$ cat src/rtl/id_ex_stage_reg_pkg.sv
// Shared widths and constants for the ID/EX pipeline register slice.
package id_ex_stage_reg_pkg;
    localparam int DEF_DATA_W = 32;
    localparam int DEF_REG_W  = 5;
    localparam int DEF_CMD_W  = 4;

    localparam logic [DEF_CMD_W-1:0] EXE_NOP = '0;

    // Bubble counter field: width and saturation ceiling.
    localparam int                  BUBBLE_W   = 16;
    localparam logic [BUBBLE_W-1:0] BUBBLE_MAX = '1;
endpackage

$ cat src/rtl/id_ex_stage_reg_load_use_detect.sv
// Load-use hazard comparator: ID instruction reads the register an EX-stage load writes.
module load_use_detect #(
    parameter int REG_W = id_ex_stage_reg_pkg::DEF_REG_W
) (
    input  logic             id_valid,
    input  logic [REG_W-1:0] id_src1,
    input  logic [REG_W-1:0] id_src2,
    input  logic             id_uses_src2,
    input  logic             ex_valid,
    input  logic             ex_memRead,
    input  logic [REG_W-1:0] ex_dest,
    output logic             hazard
);
    logic src1_hit;
    logic src2_hit;

    always_comb begin
        src1_hit = (ex_dest == id_src1);
        src2_hit = id_uses_src2 && (ex_dest == id_src2);
        hazard   = id_valid && ex_valid && ex_memRead && (ex_dest != '0) && (src1_hit || src2_hit);
    end
endmodule

$ cat src/rtl/id_ex_stage_reg.sv
// ID/EX pipeline register with load-use bubble insertion, WB bypass and bubble counter.
module id_ex_stage_reg
    import id_ex_stage_reg_pkg::*;
#(
    parameter int DATA_W = DEF_DATA_W,
    parameter int REG_W  = DEF_REG_W,
    parameter int CMD_W  = DEF_CMD_W
) (
    input  logic                clk,
    input  logic                rst,
    input  logic                freeze,
    input  logic                flush,
    input  logic                id_valid,
    input  logic [REG_W-1:0]    id_src1,
    input  logic [REG_W-1:0]    id_src2,
    input  logic                id_uses_src2,
    input  logic [REG_W-1:0]    id_dest,
    input  logic [DATA_W-1:0]   id_reg1,
    input  logic [DATA_W-1:0]   id_reg2,
    input  logic [DATA_W-1:0]   id_imm,
    input  logic [DATA_W-1:0]   id_pc,
    input  logic                id_wbEn,
    input  logic                id_memRead,
    input  logic                id_memWrite,
    input  logic [CMD_W-1:0]    id_exeCmd,
    input  logic                wb_en,
    input  logic [REG_W-1:0]    wb_dest,
    input  logic [DATA_W-1:0]   wb_val,
    output logic                hazard_stall,
    output logic                ex_valid,
    output logic                ex_wbEn,
    output logic                ex_memRead,
    output logic                ex_memWrite,
    output logic [CMD_W-1:0]    ex_exeCmd,
    output logic [REG_W-1:0]    ex_dest,
    output logic [REG_W-1:0]    ex_src1,
    output logic [REG_W-1:0]    ex_src2,
    output logic [DATA_W-1:0]   ex_val1,
    output logic [DATA_W-1:0]   ex_val2,
    output logic [DATA_W-1:0]   ex_imm,
    output logic [DATA_W-1:0]   ex_pc,
    output logic [BUBBLE_W-1:0] bubble_count
);
    logic              hazard;
    logic [DATA_W-1:0] op1;
    logic [DATA_W-1:0] op2;

    load_use_detect #(.REG_W(REG_W)) u_detect (
        .id_valid     (id_valid),
        .id_src1      (id_src1),
        .id_src2      (id_src2),
        .id_uses_src2 (id_uses_src2),
        .ex_valid     (ex_valid),
        .ex_memRead   (ex_memRead),
        .ex_dest      (ex_dest),
        .hazard       (hazard)
    );

    // A taken branch kills the dependent instruction, so no stall is needed.
    assign hazard_stall = hazard && !flush;

    // WB bypass covers the register file writing and being read in the same cycle.
    always_comb begin
        op1 = id_reg1;
        if (id_src1 == '0)
            op1 = '0;
        else if (wb_en && (wb_dest == id_src1))
            op1 = wb_val;

        op2 = id_reg2;
        if (id_src2 == '0)
            op2 = '0;
        else if (wb_en && (wb_dest == id_src2))
            op2 = wb_val;
    end

    always_ff @(posedge clk) begin
        if (!rst) begin
            ex_valid     <= 1'b0;
            ex_wbEn      <= 1'b0;
            ex_memRead   <= 1'b0;
            ex_memWrite  <= 1'b0;
            ex_exeCmd    <= CMD_W'(EXE_NOP);
            ex_dest      <= '0;
            ex_src1      <= '0;
            ex_src2      <= '0;
            ex_val1      <= '0;
            ex_val2      <= '0;
            ex_imm       <= '0;
            ex_pc        <= '0;
            bubble_count <= '0;
        end else if (freeze) begin
            // hold everything
        end else if (flush || hazard) begin
            ex_valid    <= 1'b0;
            ex_wbEn     <= 1'b0;
            ex_memRead  <= 1'b0;
            ex_memWrite <= 1'b0;
            ex_exeCmd   <= CMD_W'(EXE_NOP);
            ex_dest     <= '0;
            ex_src1     <= '0;
            ex_src2     <= '0;
            ex_val1     <= '0;
            ex_val2     <= '0;
            ex_imm      <= '0;
            ex_pc       <= '0;
            if (!flush && (bubble_count != BUBBLE_MAX))
                bubble_count <= bubble_count + 1'b1;
        end else begin
            ex_valid    <= id_valid;
            ex_wbEn     <= id_valid && id_wbEn;
            ex_memRead  <= id_valid && id_memRead;
            ex_memWrite <= id_valid && id_memWrite;
            ex_exeCmd   <= id_valid ? id_exeCmd : CMD_W'(EXE_NOP);
            ex_dest     <= id_dest;
            ex_src1     <= id_src1;
            ex_src2     <= id_src2;
            ex_val1     <= op1;
            ex_val2     <= op2;
            ex_imm      <= id_imm;
            ex_pc       <= id_pc;
        end
    end
endmodule

$ cat config.mk
export PLATFORM = sky130hd
export DESIGN_NAME = id_ex_stage_reg
export DESIGN_NICKNAME = d
export VERILOG_FILES = /design/src/rtl/id_ex_stage_reg_pkg.sv /design/src/rtl/id_ex_stage_reg_load_use_detect.sv /design/src/rtl/id_ex_stage_reg.sv
export SDC_FILE = /design/constraint.sdc
export NUM_CORES = 1
export LEC_CHECK = 0
export BUFFER_PORTS_ARGS = -buffer_cell sky130_fd_sc_hd__buf_2
export CORE_UTILIZATION = 30
export CTS_CLUSTER_DIAMETER = 40
export CTS_CLUSTER_SIZE = 8
export DETAILED_ROUTE_END_ITERATION = 6
export PLACE_DENSITY = 0.62
export SYNTH_ARGS = -nofsm -noshare
export SYNTH_HDL_FRONTEND = slang
export SYNTH_SLANG_ARGS = --single-unit
$ cat constraint.sdc
create_clock -name clk -period 4.1 [get_ports clk]
set_clock_uncertainty 0.1 [all_clocks]
set_input_delay 0.41 -clock clk [delete_from_list [all_inputs] [get_ports clk]]
set_output_delay 0.41 -clock clk [all_outputs]
set_load 0.1 [all_outputs]
==> summary.md <==
| Metric | Value |
|---|---|
| Area of the multi-input gates | 0.002960 mm2 |
| Tot GR Track Use | 18.60% |
| Setup TNS | 0 ns |
| CTS tree | yes |
| TritonCTS Sinks | 167 |
| Seq. cell area | 0.003343 mm2 |
| Post-CTS Setup Bufs | 0 |
| Mean area per synthesized cell | 9.340 um2 |
| Final Worst Setup Slack | 1.341 ns |
| Synth Register Bits | 167 |
| Final period util | 67.28% |
| Power share of the clock group | 38.4% |
| DR WL/cell | 16.55 um |
| Clk Latency, worst-skew pair | 0.42 ns |
| Critical Path End Type | output pin |
| Outcome | complete, no violations |
| IO Port Bufs | 361 |
| Main flop type after synthesis | dfxtp_1 |
| Syn-to-layout area delta | 38.41% |
| Vias per cell | 4.805 |
| Min Tclk post-route | 2.759 ns |
| Fin area | 0.009089 mm2 |
| Total grt overflow | 0 |
| Startpoint types | flop |
| Post-synth top cells | dfxtp_1, nor2_1, a22oi_1 |
| Main area contributors after synthesis | dfxtp_1, mux2i_1, a22oi_1 |
| Via Count | 6,381 |
| Final GP Congestion | 0.8111 |
| Post-Synthesis Cells | 703 |
| Tightest Hold Check Type | in2reg |
| Mapped Area | 0.006566 mm2 |
| Worst Tran Pin Value | 1.078 ns |
| Pwr dens | 444.0 mW/mm2 |
| DRT antenna net count | 0 |
| DRC viols | 0 |
| Final wirelength | 21.99 mm |
| Global-route wire length before repair | 32.22 mm |
| Hold_buf cts | 0 |
| Area after DPL | 0.008518 mm2 |
| Area of the core | 0.02122 mm2 |
| Worst Path Required | 3.59 ns |
| Antenna violations before repair | 5 |
| Syn_nets | 898 |
| Final Hold Vio Count | 0 |
| Initial Utilization | 30.94% |
| Die ar. | 0.02248 mm2 |
| Switching part of the total | 34.11% |
| Number of global-route vias before repair | 5,916 |
| Largest net degree at the start of global routing | 99 |
| Max-Slew Margin vs Limit | 28.13% |
| Slew Limit Fails | 0 |
| PnR Total Power | 4.036 mW |
| RSZ-0062 raised after global routing | false |
| HPWL after detailed placement | 15.95 mm |
| CP arrival | 2.25 ns |
| Drt initial violations | 239 |
| Nets | 1,231 |
| Dpl ws | 1.358 ns |
| Post-synth EDFFs | 0 |
| Die W | 149.9 um |
| Ys Warns | 0 |
| Clock tree buffer depth | 2 |
| CTS clk-pin slew, worst paths | 0.08 ns |
| Post-synth ARST share | 0% |
| CTS resizes | 0 |
| Crit Path Category | reg2out |
| Io pins | 362 |
| CTS Root Cell | clkbuf_16 |
| Net Switching | 1.376 mW |
| Share of cells above drive strength 1 | 39.08% |
| Internal Power | 2.659 mW |
| Die Y | 149.9 um |
| # fillers | 2,175 |
| Peak Freq | 0.3625 GHz |
| Comb pwr share | 19.2% |
| Endpoints failing setup | 0 |
| CTS Buf Count | 17 |
| Initial DRT Pass Iterations | 4 |
| Worst-path maximum fanout | 11 |
| Share of the yosys chip area belonging to registers | 50.91% |
| Post-synth top area cell | dfxtp_1 |
| Leakage Power | 4.090 nW |
| Sequential power share | 42.4% |
| Peak VDD IR | 0.2317 mV |
| Worst hold slack | 0.1168 ns |
| Cell row count | 53 |
| CTS H-tree depth | 4 |
| Yosys top cell area share | 50.91% |
| Synth cell types | 36 |
| Max-cap violations | 0 |
| Most frequent cell after synthesis | dfxtp_1 |
stage by stage:
| stage | cells | util (%) |
|---|---|---|
| 2_1_floorplan | 703 | - |
| 3_3_place_gp | 1292 | 40.14 |
| 3_5_place_dp | 1292 | 40.14 |
| 4_1_cts | 1324 | 42.78 |
| 5_1_grt | 1326 | 42.81 |
| 6_report | 1328 | 42.83 |
placed cells by master (no fill, tap or decap), drive strengths merged, types with 7 or more instances in the layout:
cell,count
nand3,9
clkbuf,18
nor2,97
a21oi,8
xnor2,15
o21ai,68
nand4,10
xor2,12
or4,7
a22oi,80
mux2i,64
nand2,73
inv,12
a32oi,7
buf,368
dfxtp,167
worst max-delay path: stages (launching register included):
cell	delay, ns
dfxtp_1	0.52
xnor2_1	0.16
nand4_1	0.11
o22ai_1	0.15
buf_4	0.22
nand2_1	0.07
nor2_1	0.12
buf_2	0.46
kinds of logic (layout without fill, tap and decap cells):
logic type      after synthesis  after routing  share of synthesized area (%)
fa+ha+maj                     1              1                         0.1905
other cells                   0              4                              0
compound gates              171            171                          17.09
simple gates                216            216                          14.39
flops                       167            167                          50.91
xor+xnor                     27             27                          3.601
mux                          64             64                          9.756
buf+inv                      57            403                          4.059
cell type report:
cell class / instances / share of cell area [%]
flip-flops and latches: 167 / 36.78
multi-input cells: 479 / 32.57
repair buffers: 368 / 20.46
clock buffers: 18 / 4.722
well taps: 275 / 3.786
clock inverters: 14 / 1.445
inverters: 3 / 0.1239
diodes: 4 / 0.1101
final timing paths:
path,slack [ns],to,from,depth (start not counted)
hold reg to reg,0.34,ex_val2[11],ex_val2[11],2
setup reg to reg,1.35,ex_wbEn,ex_dest[0],7
hold / removal,0.12,ex_imm[8],id_imm[8],3
setup / recovery,1.34,hazard_stall,ex_dest[4],7
power by group through the flow:
stage               sequential (mW)  combinational (mW)  clock, mW
floorplan                      2.16               0.165          0
global placement               1.74               0.780          0
detailed placement             1.75               0.782          0
CTS                            1.71               0.782       1.60
global route                   1.72               0.814       1.67
finish                         1.71               0.776       1.55
flip-flops by register name, indices dropped and copies added (netlist names):
| name | cells |
|---|---|
| ex_wbEn | 1 |
| ex_src2 | 5 |
| ex_val1 | 32 |
| ex_dest | 5 |
| ex_imm | 32 |
| ex_pc | 32 |
| ex_memWrite | 1 |
| bubble_count | 16 |
| ex_src1 | 5 |
| ex_memRead | 1 |
| ex_exeCmd | 4 |
| ex_val2 | 32 |
| ex_valid | 1 |
per-layer routing:
metal  vias to the layer above  share of wire [%]  GRT usage, %
met5                         -              0.059             0
met4                         2               0.99         5.354
met3                        14                9.3         6.890
met2                       265                 49         32.18
met1                      2932                 41         21.26
li1                       3168                  -             -
Power figures use the tool's default switching activity.
